[src/rtl/bypass_network.sv]
// EX-stage operand bypass network with a DEPTH-entry history of in-flight register writes.
// Forwards the youngest matching result to rs1/rs2, selects ALU A/B operands and raises a
// one-cycle load-use stall when the youngest producer is a load still in MEM.
// Optional macro BYPASS_STATS_EN adds saturating forward/stall event counters.
module bypass_network #(
  parameter int unsigned XLEN  = 32,
  parameter int unsigned DEPTH = 3,
  parameter int unsigned RIDX  = 5
) (
  input  logic            clk,
  input  logic            rst_n,
  input  logic            ex_valid_i,
  input  logic            ex_flush_i,
  input  logic            ex_regwr_i,
  input  logic            ex_is_load_i,
  input  logic [RIDX-1:0] ex_rd_i,
  input  logic [RIDX-1:0] ex_rs1_i,
  input  logic [RIDX-1:0] ex_rs2_i,
  input  logic [XLEN-1:0] ex_rdata1_i,
  input  logic [XLEN-1:0] ex_rdata2_i,
  input  logic [6:0]      ex_opcode_i,
  input  logic [XLEN-1:0] ex_pc_i,
  input  logic [XLEN-1:0] ex_imm_i,
  input  logic            ex_alusrc_i,
  input  logic [XLEN-1:0] alu_result_i,
  input  logic [XLEN-1:0] mem_rdata_i,
  output logic [XLEN-1:0] data1_o,
  output logic [XLEN-1:0] data2_o,
  output logic [XLEN-1:0] alu_a_o,
  output logic [XLEN-1:0] alu_b_o,
  output logic            stall_o
`ifdef BYPASS_STATS_EN
  ,
  output logic [31:0]     fwd_cnt_o,
  output logic [31:0]     stall_cnt_o
`endif
);

  localparam logic [6:0] OpAuipc  = 7'b0010111;
  localparam logic [6:0] OpJal    = 7'b1101111;
  localparam logic [6:0] OpJalr   = 7'b1100111;
  localparam logic [6:0] OpLui    = 7'b0110111;
  localparam logic [6:0] OpSystem = 7'b1110011;

  typedef struct packed {
    logic            valid;
    logic            regwr;
    logic            is_load;
    logic [RIDX-1:0] rd;
    logic [XLEN-1:0] data;
    logic            ready;
  } slot_t;

  slot_t hist_q [DEPTH];
  slot_t hist_d [DEPTH];

  logic            hit1, hit2, rdy1, rdy2;
  logic [XLEN-1:0] fwd1, fwd2;

  function automatic logic slot_match(slot_t s, logic [RIDX-1:0] rs);
    return s.valid && s.regwr && (s.rd == rs) && (rs != '0);
  endfunction

  // Youngest-match lookup: scan oldest to youngest so the lowest slot index overrides.
  always_comb begin
    hit1 = 1'b0;
    hit2 = 1'b0;
    rdy1 = 1'b1;
    rdy2 = 1'b1;
    fwd1 = ex_rdata1_i;
    fwd2 = ex_rdata2_i;
    for (int k = DEPTH - 1; k >= 0; k--) begin
      if (slot_match(hist_q[k], ex_rs1_i)) begin
        hit1 = 1'b1;
        rdy1 = hist_q[k].ready;
        fwd1 = hist_q[k].data;
      end
      if (slot_match(hist_q[k], ex_rs2_i)) begin
        hit2 = 1'b1;
        rdy2 = hist_q[k].ready;
        fwd2 = hist_q[k].data;
      end
    end
  end

  // Only a load in slot 0 can be not-ready, so a stall always clears after one cycle.
  always_comb begin
    stall_o = ex_valid_i & ~ex_flush_i & ((hit1 & ~rdy1) | (hit2 & ~rdy2));
    data1_o = fwd1;
    data2_o = fwd2;
  end

  // ALU operand selection by opcode.
  always_comb begin
    alu_a_o = data1_o;
    alu_b_o = ex_alusrc_i ? ex_imm_i : data2_o;
    unique case (ex_opcode_i)
      OpAuipc: begin
        alu_a_o = ex_pc_i;
        alu_b_o = ex_imm_i;
      end
      OpJal, OpJalr: begin
        alu_a_o = ex_pc_i;
        alu_b_o = XLEN'(4);
      end
      OpLui: begin
        alu_a_o = '0;
        alu_b_o = ex_imm_i;
      end
      OpSystem: alu_b_o = '0;
      default: ;
    endcase
  end

  // History next state: EX (or a bubble) enters slot 0, slot 0 resolves load data into slot 1.
  always_comb begin
    for (int k = 0; k < DEPTH; k++) begin
      hist_d[k] = '0;
    end
    if (!(ex_flush_i || stall_o)) begin
      hist_d[0].valid   = ex_valid_i;
      hist_d[0].regwr   = ex_regwr_i;
      hist_d[0].is_load = ex_is_load_i;
      hist_d[0].rd      = ex_rd_i;
      hist_d[0].data    = alu_result_i;
      hist_d[0].ready   = ~ex_is_load_i;
    end
    hist_d[1]       = hist_q[0];
    hist_d[1].data  = hist_q[0].is_load ? mem_rdata_i : hist_q[0].data;
    hist_d[1].ready = 1'b1;
    for (int k = 2; k < DEPTH; k++) begin
      hist_d[k] = hist_q[k-1];
    end
  end

  // History register.
  always_ff @(posedge clk or negedge rst_n) begin
    if (!rst_n) begin
      for (int k = 0; k < DEPTH; k++) begin
        hist_q[k] <= '0;
      end
    end else begin
      for (int k = 0; k < DEPTH; k++) begin
        hist_q[k] <= hist_d[k];
      end
    end
  end

`ifdef BYPASS_STATS_EN
  logic [31:0] fwd_cnt_q, fwd_cnt_d, stall_cnt_q, stall_cnt_d;

  // Saturating event counters.
  always_comb begin
    fwd_cnt_d   = fwd_cnt_q;
    stall_cnt_d = stall_cnt_q;
    if ((hit1 || hit2) && !stall_o && (fwd_cnt_q != 32'hFFFF_FFFF)) begin
      fwd_cnt_d = fwd_cnt_q + 32'd1;
    end
    if (stall_o && (stall_cnt_q != 32'hFFFF_FFFF)) begin
      stall_cnt_d = stall_cnt_q + 32'd1;
    end
  end

  // Counter registers.
  always_ff @(posedge clk or negedge rst_n) begin
    if (!rst_n) begin
      fwd_cnt_q   <= '0;
      stall_cnt_q <= '0;
    end else begin
      fwd_cnt_q   <= fwd_cnt_d;
      stall_cnt_q <= stall_cnt_d;
    end
  end

  assign fwd_cnt_o   = fwd_cnt_q;
  assign stall_cnt_o = stall_cnt_q;
`endif

endmodule

[config.mk]
export PLATFORM = sky130hd
export DESIGN_NAME = bypass_network
export DESIGN_NICKNAME = d
export VERILOG_FILES = /design/src/rtl/bypass_network.sv
export SDC_FILE = /design/constraint.sdc
export NUM_CORES = 1
export LEC_CHECK = 0
export BUFFER_PORTS_ARGS = -buffer_cell sky130_fd_sc_hd__buf_2
export CAP_MARGIN = 20
export CORE_ASPECT_RATIO = 1.5
export CORE_UTILIZATION = 40
export DETAILED_ROUTE_END_ITERATION = 10
export PLACE_DENSITY_LB_ADDON = 0.1
export SYNTH_ARGS = -nofsm -noshare
export SYNTH_HDL_FRONTEND = slang
export SYNTH_SLANG_ARGS = --single-unit
[constraint.sdc]
create_clock -name clk -period 2.4 [get_ports clk]
set_clock_uncertainty 0.05 [all_clocks]
set_input_delay 0.12 -clock clk [delete_from_list [all_inputs] [get_ports clk]]
set_output_delay 0.12 -clock clk [all_outputs]
set_load 0.03 [all_outputs]
# Word-level counts from Yosys, hierarchy flattened
# Index checks and enable logic that the tools add are counted.
# word_totals
regBits	121
inputBits	221
output_inout_bits	129
word_cells	80
# op_classes
eq_ne	11
mux	23
bitwise	9
n_reduce_logical	21
# op_table
op	n
$mux W32	8
$pmux W32 S3	1
$pmux W32 S2	1
$mux W41	1
$eq A5 B5 Y1	6
$eq A7 B7 Y1 const B	3
$logic_and A1 B1 Y1	15
$mux W1	12
$reduce_bool A5 Y1	2
$eq A7 B5 Y1 const B	1
$eq A7 B6 Y1 const B	1
$and A1 B1 Y1	4
$not A1 Y1	4
$reduce_or A2 Y1	2
$reduce_or A3 Y1	1
$logic_or A1 B1 Y1	1
$or A1 B1 Y1	1

# Logic depth before layout (Yosys ltp)
# Gate-level depths: netlist of the first run.
# logic_depth
word_depth	12
ltp_mapped	8
ltp_nobuf	6

# Worst setup path after synthesis of the first run
# No wires, ideal clock.
# synth_timing
path_type	register -> output
startpoint	reg hist_q, in the netlist hist_d[36]
endpoint	out alu_a_o[10]
arrival_time_ns	2.680
required_ns	2.230
setup_slack_ns	-0.450
stages_incl_launch_ff	9
n_path_buf	2
cell_sequence	dfrtp_1 xor2_1 a221oi_1 and4_1 clkbuf_1 clkbuf_1 a211oi_1 o21ai_0 a22o_1
# synth_via
elab_chain_len	6
# synth_rtl
item	line_no	source
start, declared	54	slot_t hist_q [DEPTH];
start signal, assigned by index	144	hist_q[k] <= hist_d[k];
$eq A5 B5 Y1	61	return s.valid && s.regwr && (s.rd == rs) && (rs != '0);
$logic_and A1 B1 Y1 (2 in a row)	61	
$mux W32 (2 in a row)	73	if (slot_match(hist_q[k], ex_rs1_i)) begin
via data1_o[10]	27	output logic [XLEN-1:0] data1_o,
$pmux W32 S2	97	unique case (ex_opcode_i)
end, declared	29	output logic [XLEN-1:0] alu_a_o,
# The timed path passes the listed nets, and every way through them passes these cells.

# Worst setup path in the final report of the first run
# layout_timing
startpoint	reg hist_q[33] in the netlist's numbering
endpoint	out alu_a_o[6]
# layout_via
elab_chain_len	7
# layout_rtl
item	line_no
$eq A5 B5 Y1	61
$logic_and A1 B1 Y1 (2 in a row)	61
$mux W32 (3 in a row)	73
$pmux W32 S2	97
# No other way between the ends.

==> results of run 1 <==
cell usage in the layout, fill, tap and decap left out, types with 5 or more instances in the layout:
cell                            Yosys  layout
sky130_fd_sc_hd__a21oi_1           35       7
sky130_fd_sc_hd__xor2_1            12      10
sky130_fd_sc_hd__a21o_1            32      32
sky130_fd_sc_hd__mux2i_2            0      10
sky130_fd_sc_hd__buf_2             18     220
sky130_fd_sc_hd__xnor2_1           12      12
sky130_fd_sc_hd__clkinvlp_4         0       5
sky130_fd_sc_hd__mux2_4             0      32
sky130_fd_sc_hd__mux2i_4            0      13
sky130_fd_sc_hd__buf_4              4      66
sky130_fd_sc_hd__dfrtp_1          121     119
sky130_fd_sc_hd__a41oi_2            0      14
sky130_fd_sc_hd__mux2_2            64      32
sky130_fd_sc_hd__a22o_1            63      54
sky130_fd_sc_hd__mux2i_1           33      10
sky130_fd_sc_hd__buf_12             0      37
sky130_fd_sc_hd__buf_6              5     143
sky130_fd_sc_hd__nor4b_2           39       6
sky130_fd_sc_hd__dlygate4sd3_1      0      73
sky130_fd_sc_hd__a211oi_2           0      29
sky130_fd_sc_hd__a21oi_2            1      25
sky130_fd_sc_hd__nor2_1            38      34
sky130_fd_sc_hd__a41oi_1           32      18
sky130_fd_sc_hd__nand2_1           38      37
sky130_fd_sc_hd__inv_1             38      37
sky130_fd_sc_hd__buf_16             0       5
sky130_fd_sc_hd__a22o_2             0       9
sky130_fd_sc_hd__o21ai_2            0      39
sky130_fd_sc_hd__clkbuf_16          0      29
sky130_fd_sc_hd__o21ai_1            0       6
sky130_fd_sc_hd__nor4b_4            0      33
sky130_fd_sc_hd__diode_2            0       8
sky130_fd_sc_hd__o21ai_0           64      17
kinds of logic (layout without fill, tap and decap cells):
kind of cell,count (synthesis),in the layout,share of synthesized area
simple gates,144,144,0.138
flops,121,121,0.386
xor+xnor,24,24,0.0268
compound gates,273,273,0.250
other cells,1,9,0.000478
buf+inv,114,630,0.0642
mux,97,97,0.134
what timing repair did:
item,4_1_cts,5_1_grt
buffers inserted,26,39
hold buffers,73,0
gates resized for setup,328,223
cloned,7,12
endpoints found under the setup margin,129,169
hold endpoints to repair,112,0
pin swaps,64,143
layout make-up:
cell class                 instances  area, sq um  area share
antenna                            8         20.0     0.00134
sequential                       121         3030       0.202
clock buffer                      17          425      0.0284
multi-input combinational        539         5680       0.379
timing repair buffer             560         5180       0.345
tap                              256          320      0.0214
inverter                          38          150      0.0100
clock inverter                    15          178      0.0119
worst max-delay path, stage by stage (launching register included):
cell,delay [ns]
sky130_fd_sc_hd__dfrtp_1,0.42
sky130_fd_sc_hd__buf_6,0.14
sky130_fd_sc_hd__a221oi_4,0.32
sky130_fd_sc_hd__buf_6,0.19
sky130_fd_sc_hd__buf_12,0.12
sky130_fd_sc_hd__buf_12,0.12
sky130_fd_sc_hd__a41oi_1,0.13
sky130_fd_sc_hd__a211oi_2,0.22
sky130_fd_sc_hd__o21ai_2,0.13
sky130_fd_sc_hd__a22o_2,0.24
sky130_fd_sc_hd__buf_2,0.17
through the flow:
stage / cell area [sq um] / hold WS (ns) / setup TNS [ns] / cells / total power [W]
after global routing: 15000 / 0.268 / -51.70 / 1552 / 0.00712
after detailed placement: 10400 / 0.117 / 0 / 1362 / 0.00367
final: 15000 / 0.200 / -38.88 / 1554 / 0.00690
after CTS: 13400 / 0.203 / -31.07 / 1500 / 0.00665
after floorplan: 7960 / -0.226 / -0.181 / 774 / 0.00309
after global placement: 10400 / 0.115 / 0 / 1362 / 0.00366
power breakdown:
| part | total, W | switching [W] | internal (W) | leakage [nW] |
|---|---|---|---|---|
| logic | 0.00195 | 0.000961 | 0.000991 | 5.27 |
| registers | 0.00232 | 0.000142 | 0.00217 | 1.54 |
| clock network | 0.00263 | 0.00100 | 0.00163 | 0.281 |
worst paths after layout:
kind / start / end / slack, ns / cells after the start
min in group clk: hist_d[40]$_DFF_PN0_ / hist_q[40]$_DFF_PN0_ / 0.34 / 0
max: hist_q[33]$_DFF_PN0_ / alu_a_o[6] / -0.42 / 10
max reg2reg: hist_q[33]$_DFF_PN0_ / hist_q[106]$_DFF_PN0_ / -0.23 / 11
min reg2reg: hist_d[40]$_DFF_PN0_ / hist_q[40]$_DFF_PN0_ / 0.34 / 0
min: rst_n / hist_q[2]$_DFF_PN0_ / 0.20 / 2
max in group asynchronous: rst_n / hist_q[112]$_DFF_PN0_ / 1.29 / 3
routing by layer:
metal,share of wire,up-vias
li1,-,3946
met1,0.36,4464
met2,0.53,476
met3,0.063,109
met4,0.042,0
met5,0,-
registers in the layout, summed over array words and instances (netlist names):
signal  cells
hist_q     73
hist_d     48
==> run_results.csv, run 1 <==
group,metric,value,unit
logic_synthesis,ys.flop_type,"sky130_fd_sc_hd__dfrtp_1",
min_path,hold_crit_path_type,"in2async",
power,power.density_cell_area,461,mW/mm^2
run_status,run_status,"finished, violations left",
logic_synthesis,synthArstFlopShare,1.00,
timing,worst_pin_slew,0.921,ns
placement,dp_slack,0.00727,ns
layout,fraction_of_final_layout_cells_sized_beyond_drive_strength_1,0.622,
run_status,violations_in_the_final_reports,"negative setup slack",
global_routing,grt_use_met3,0.0650,
logic_synthesis,yosys-top-cells-count,"121 x sky130_fd_sc_hd__dfrtp_1, 64 x sky130_fd_sc_hd__mux2_2, 64 x sky130_fd_sc_hd__o21ai_0",
placement,hpwl,22.4,mm
global_routing,first_global_vias,9040,
logic_synthesis,yosys_register_bits,121,
timing,maxClockFrequency,355,MHz
route,initial_drt_pass_iterations,5,
setup_path,worst-endpoint-arrival,2.65,ns
global_routing,groute.layer.met2.usage,0.592,
die,initial_core_util,0.409,
global_routing,grt_start_max_net_pins,43,
logic_synthesis,synthesis.nets,995,
route,drt_iter0_drc,641,
timing,postLayoutSetupSlackWorst,-0.417,ns
die,fp.dieArea,0.0202,sq mm
route,routed_vias_inst,5.79,
setup_path,required,2.23,ns
logic_synthesis,synth_sequential_area_ratio,0.386,
layout,area.growth.synth_to_final,91.2,%
clocking,root_buffer,"sky130_fd_sc_hd__clkbuf_16",
clocking,clock_tree.buffer_depth,2,
timing,slew_headroom,0.386,
layout,filler_cell_count,1194,
logic_synthesis,synth_top_area_cell,"sky130_fd_sc_hd__dfrtp_1",
clocking,cts_tree,"done",
global_routing,global_route_congestion_overflow_total,0,
logic_synthesis,post_synthesis_cell_area,0.00784,sq mm
global_routing,grt_usage,0.332,
timing,final-hold-violation-count,0,
clocking,clkSlewWorstSetupHoldPaths,0.06,ns
setup_path,crit_path_max_fanout,7,
die,io_pins,350,
logic_synthesis,synth.distinct_cells,47,
clocking,number_of_h_tree_branching_levels,4,
die,floorplan.core_area,0.0192,sq mm
setup_path,timing.critical_path.to_type,"output pin",
route,route.final.wire_length,37.3,mm
logic_synthesis,synth.top_cells.by_area,"sky130_fd_sc_hd__dfrtp_1 39%, sky130_fd_sc_hd__mux2_2 9.2%, sky130_fd_sc_hd__nor4b_2 7.5%, sky130_fd_sc_hd__a22o_1 7.0%, sky130_fd_sc_hd__mux2i_1 4.2%",
timing,rsz0062_at_grt,"true",
global_routing,gr_layer_usage_met1,0.377,
setup_path,criticalPathCategory,"reg2out",
layout,final_core_util,0.782,
die,die_w,116,um
route,detail_route.drc_violations,0,
clocking,number_of_buffers_created_by_cts,17,
route,routed-via-count,8995,
layout,nets,1498,
power,leakage_power,7.09,nW
placement,gp_routability_congestion,0.863,
logic_synthesis,synth_cells,774,
logic_synthesis,synth_top_area_frac,0.386,
logic_synthesis,synth-warning-count,0,
power,max-vdd-ir-drop,0.469,mV
global_routing,grt_pass1_wl,49.9,mm
global_routing,initial_antenna_violation_count,8,
setup_path,worst_setup_path_start_kind,"register",
timing,timing_max_transition_violations_final,0,
route,route.detailed.wl_per_inst,24.0,um
global_routing,grt_most_used_layer,"met2",
logic_synthesis,average_instance_area_after_synthesis,10.1,sq um
job,maxCapViolations,0,
timing,period_minus_ws_final,2.82,ns
clocking,tritoncts_num_sinks,121,
timing,fin_crit_sh,1.17,
die,height_of_the_chip,173,um
placement,numPortBuffers,349,
clocking,insertion_delay,0.42,ns
logic_synthesis,yosysMostFrequentCell,"sky130_fd_sc_hd__dfrtp_1",
die,placementRows,62,
timing,report.final.setup_viol,169,
route,drt.antenna.violating_nets,0,
logic_synthesis,synth-edff-count,0,
No activity file was read; power rests on OpenSTA's default activity.
==> run 2: changes to the inputs <==
- SLEW_MARGIN: default -> 20
- TNS_END_PERCENT: default -> 50
==> run 2 against run 1 <==
Compared with the run above: the run still ends with negative setup slack left; cell area fell by 7.7%; worst setup slack improved by 0.094 ns; register-to-register slack improved by 0.31 ns; clock-buffer cell count rose by 1; combinational power fell by 7%; first-iteration DRC count fell by 24%; largest cell class unchanged.
==> run_results.csv, run 2 (synthesis results as in run 1) <==
group,metric,value,unit
die,io_pins,350,
clocking,cts_tree,"done",
layout,insertedDiodeCount,0,
power,fin_total_pwr,0.00690,W
clocking,clkSlewWorstSetupHoldPaths,0.06,ns
layout,fraction_of_final_layout_cells_sized_beyond_drive_strength_1,0.601,
timing,fin_crit_sh,1.13,
setup_path,cp_common_cell,"sky130_fd_sc_hd__buf_12",
layout,nets,1450,
placement,hpwl,21.7,mm
run_status,run_status,"finished, violations left",
power,max-vdd-ir-drop,0.390,mV
timing,final-hold-violation-count,0,
route,detail_route.drc_violations,0,
timing,slew_headroom,0.463,
timing,timing_max_transition_violations_final,0,
setup_path,worst-endpoint-arrival,2.55,ns
die,floorplan.core_area,0.0192,sq mm
clocking,root_buffer,"sky130_fd_sc_hd__clkbuf_16",
clocking,number_of_h_tree_branching_levels,4,
global_routing,initial_antenna_violation_count,1,
layout,total_area_of_multi_input_combinational_cells,0.00532,sq mm
route,drt_iter0_drc,485,
timing,postLayoutSetupSlackWorst,-0.323,ns
die,initial_core_util,0.409,
route,routed-via-count,8627,
setup_path,crit_path_top_delay_cell,"sky130_fd_sc_hd__dfrtp_1",
clocking,number_of_buffers_created_by_cts,17,
layout,most_common_cell_after_layout_fill_and_taps_aside,"sky130_fd_sc_hd__buf_2",
setup_path,crit_path_cell_trace,"xor2_2 > a221oi_4 > buf_12 > and4_4 > buf_12 > a211oi_2 > o21ai_2 > a22o_1 > buf_6",
global_routing,first_global_vias,9034,
layout,commonest_cells_after_routing_fill_and_taps_aside,"220 x sky130_fd_sc_hd__buf_2, 117 x sky130_fd_sc_hd__dfrtp_1, 107 x sky130_fd_sc_hd__buf_6",
layout,area.growth.synth_to_final,76.5,%
die,height_of_the_chip,173,um
route,initial_drt_pass_iterations,5,
global_routing,grt_usage,0.336,
layout,ff_latch_area,0.00303,sq mm
placement,gp_routability_congestion,0.830,
route,route.final.wire_length,34.5,mm
clocking,clock_tree.buffer_depth,2,
clocking,insertion_delay,0.41,ns
global_routing,grt_pass1_wl,51.0,mm
placement,numPortBuffers,349,
power,leakage_power,6.53,nW
timing,rsz0062_at_grt,"true",
setup_path,crit_path_max_fanout,12,
layout,filler_cell_count,1418,
route,route.detailed.wl_per_inst,23.1,um
setup_path,timing.critical_path.to_type,"output pin",
power,power.density_cell_area,498,mW/mm^2
timing,finalSetupTns,-25.74,ns
timing,period_minus_ws_final,2.72,ns
route,routed_vias_inst,5.76,
layout,largest_register_ff_count,73,
timing,worst_pin_slew,0.806,ns
job,maxCapViolations,0,
die,placementRows,62,
timing,report.final.setup_viol,129,
global_routing,grt_start_max_net_pins,122,
setup_path,critPathMaxStageDelay,0.42,ns
global_routing,global_route_congestion_overflow_total,0,
layout,regMostFlops,"hist_q",
min_path,hold_crit_path_type,"in2async",
route,drt.antenna.violating_nets,0,
die,fp.dieArea,0.0202,sq mm
setup_path,required,2.23,ns
run_status,violations_in_the_final_reports,"negative setup slack",
setup_path,worst_setup_path_start_kind,"register",
die,die_w,116,um
timing,maxClockFrequency,367,MHz
clocking,tritoncts_num_sinks,121,
setup_path,criticalPathCategory,"reg2out",
## run 2: cell count changes in the layout (fill, tap and decap cells not counted), sizes merged
| cell | before | now |
|---|---|---|
| clkinvlp | 5 | 4 |
| clkbuf | 29 | 23 |
| diode | 8 | 0 |
| inv | 39 | 41 |
| bufinv | 3 | 4 |
| buf | 475 | 434 |
| clkinv | 6 | 3 |
## run 2: metrics by stage
| step | hold slack, ns | util | cells | area (sq um) | setup WS (ns) |
|---|---|---|---|---|---|
| 6_report | 0.279 | 0.722 | 1498 | 13800 | -0.323 |
| 3_3_place_gp | 0.227 | 0.540 | 1357 | 10400 | 0.0243 |
| 3_5_place_dp | 0.235 | 0.540 | 1357 | 10400 | -0.0176 |
| 5_1_grt | 0.348 | 0.722 | 1498 | 13800 | -0.412 |
| 2_1_floorplan | -0.226 | - | 774 | 7930 | -0.194 |
| 4_1_cts | 0.325 | 0.681 | 1485 | 13100 | -0.280 |
## run 2: worst paths after layout
path / startpoint / end / slack [ns] / cells after the start
max: hist_q[36]$_DFF_PN0_ / alu_a_o[30] / -0.32 / 9
min: rst_n / hist_q[35]$_DFF_PN0_ / 0.28 / 3
max reg2reg: hist_q[36]$_DFF_PN0_ / hist_q[90]$_DFF_PN0_ / 0.08 / 9
min reg2reg: hist_d[39]$_DFF_PN0_ / hist_q[39]$_DFF_PN0_ / 0.34 / 0
max in group asynchronous: rst_n / hist_d[79]$_DFF_PN0_ / 1.46 / 3
min in group clk: hist_d[39]$_DFF_PN0_ / hist_q[39]$_DFF_PN0_ / 0.34 / 0
## run 2: layer usage
metal / global-route usage / part of all wire
met3: 0.0587 / 0.060
met4: 0.166 / 0.037
met2: 0.594 / 0.54
met5: 0 / 0.00029
met1: 0.380 / 0.37
## run 2: final cells by class
cell class,count,area share
multi-input cells,539,0.385
repair buffers,512,0.317
flip-flops and latches,121,0.219
clock buffers,18,0.0317
well taps,256,0.0232
clock inverters,14,0.0141
inverters,38,0.0103
## run 2: power by group
part	switching [W]	internal, W	total (W)
clock network	0.000992	0.00177	0.00276
logic	0.000914	0.000901	0.00181
registers	0.000141	0.00218	0.00232
## run 2: timing repair
item	CTS	global route
setup endpoints to repair	129	153
endpoints found under the hold margin	194	0
hold buffers	73	0
resized for setup	303	141
pin swaps	79	65
gates cloned	6	4
buffers inserted	17	11
## run 2: worst max-delay path, delay by kind of cell, from the launching register on
| kind | cells | cell delay [ns] |
|---|---|---|
| xor+xnor | 1 | 0.21 |
| simple gates | 1 | 0.27 |
| compound gates | 4 | 0.77 |
| buf+inv | 3 | 0.46 |
| flops | 1 | 0.42 |
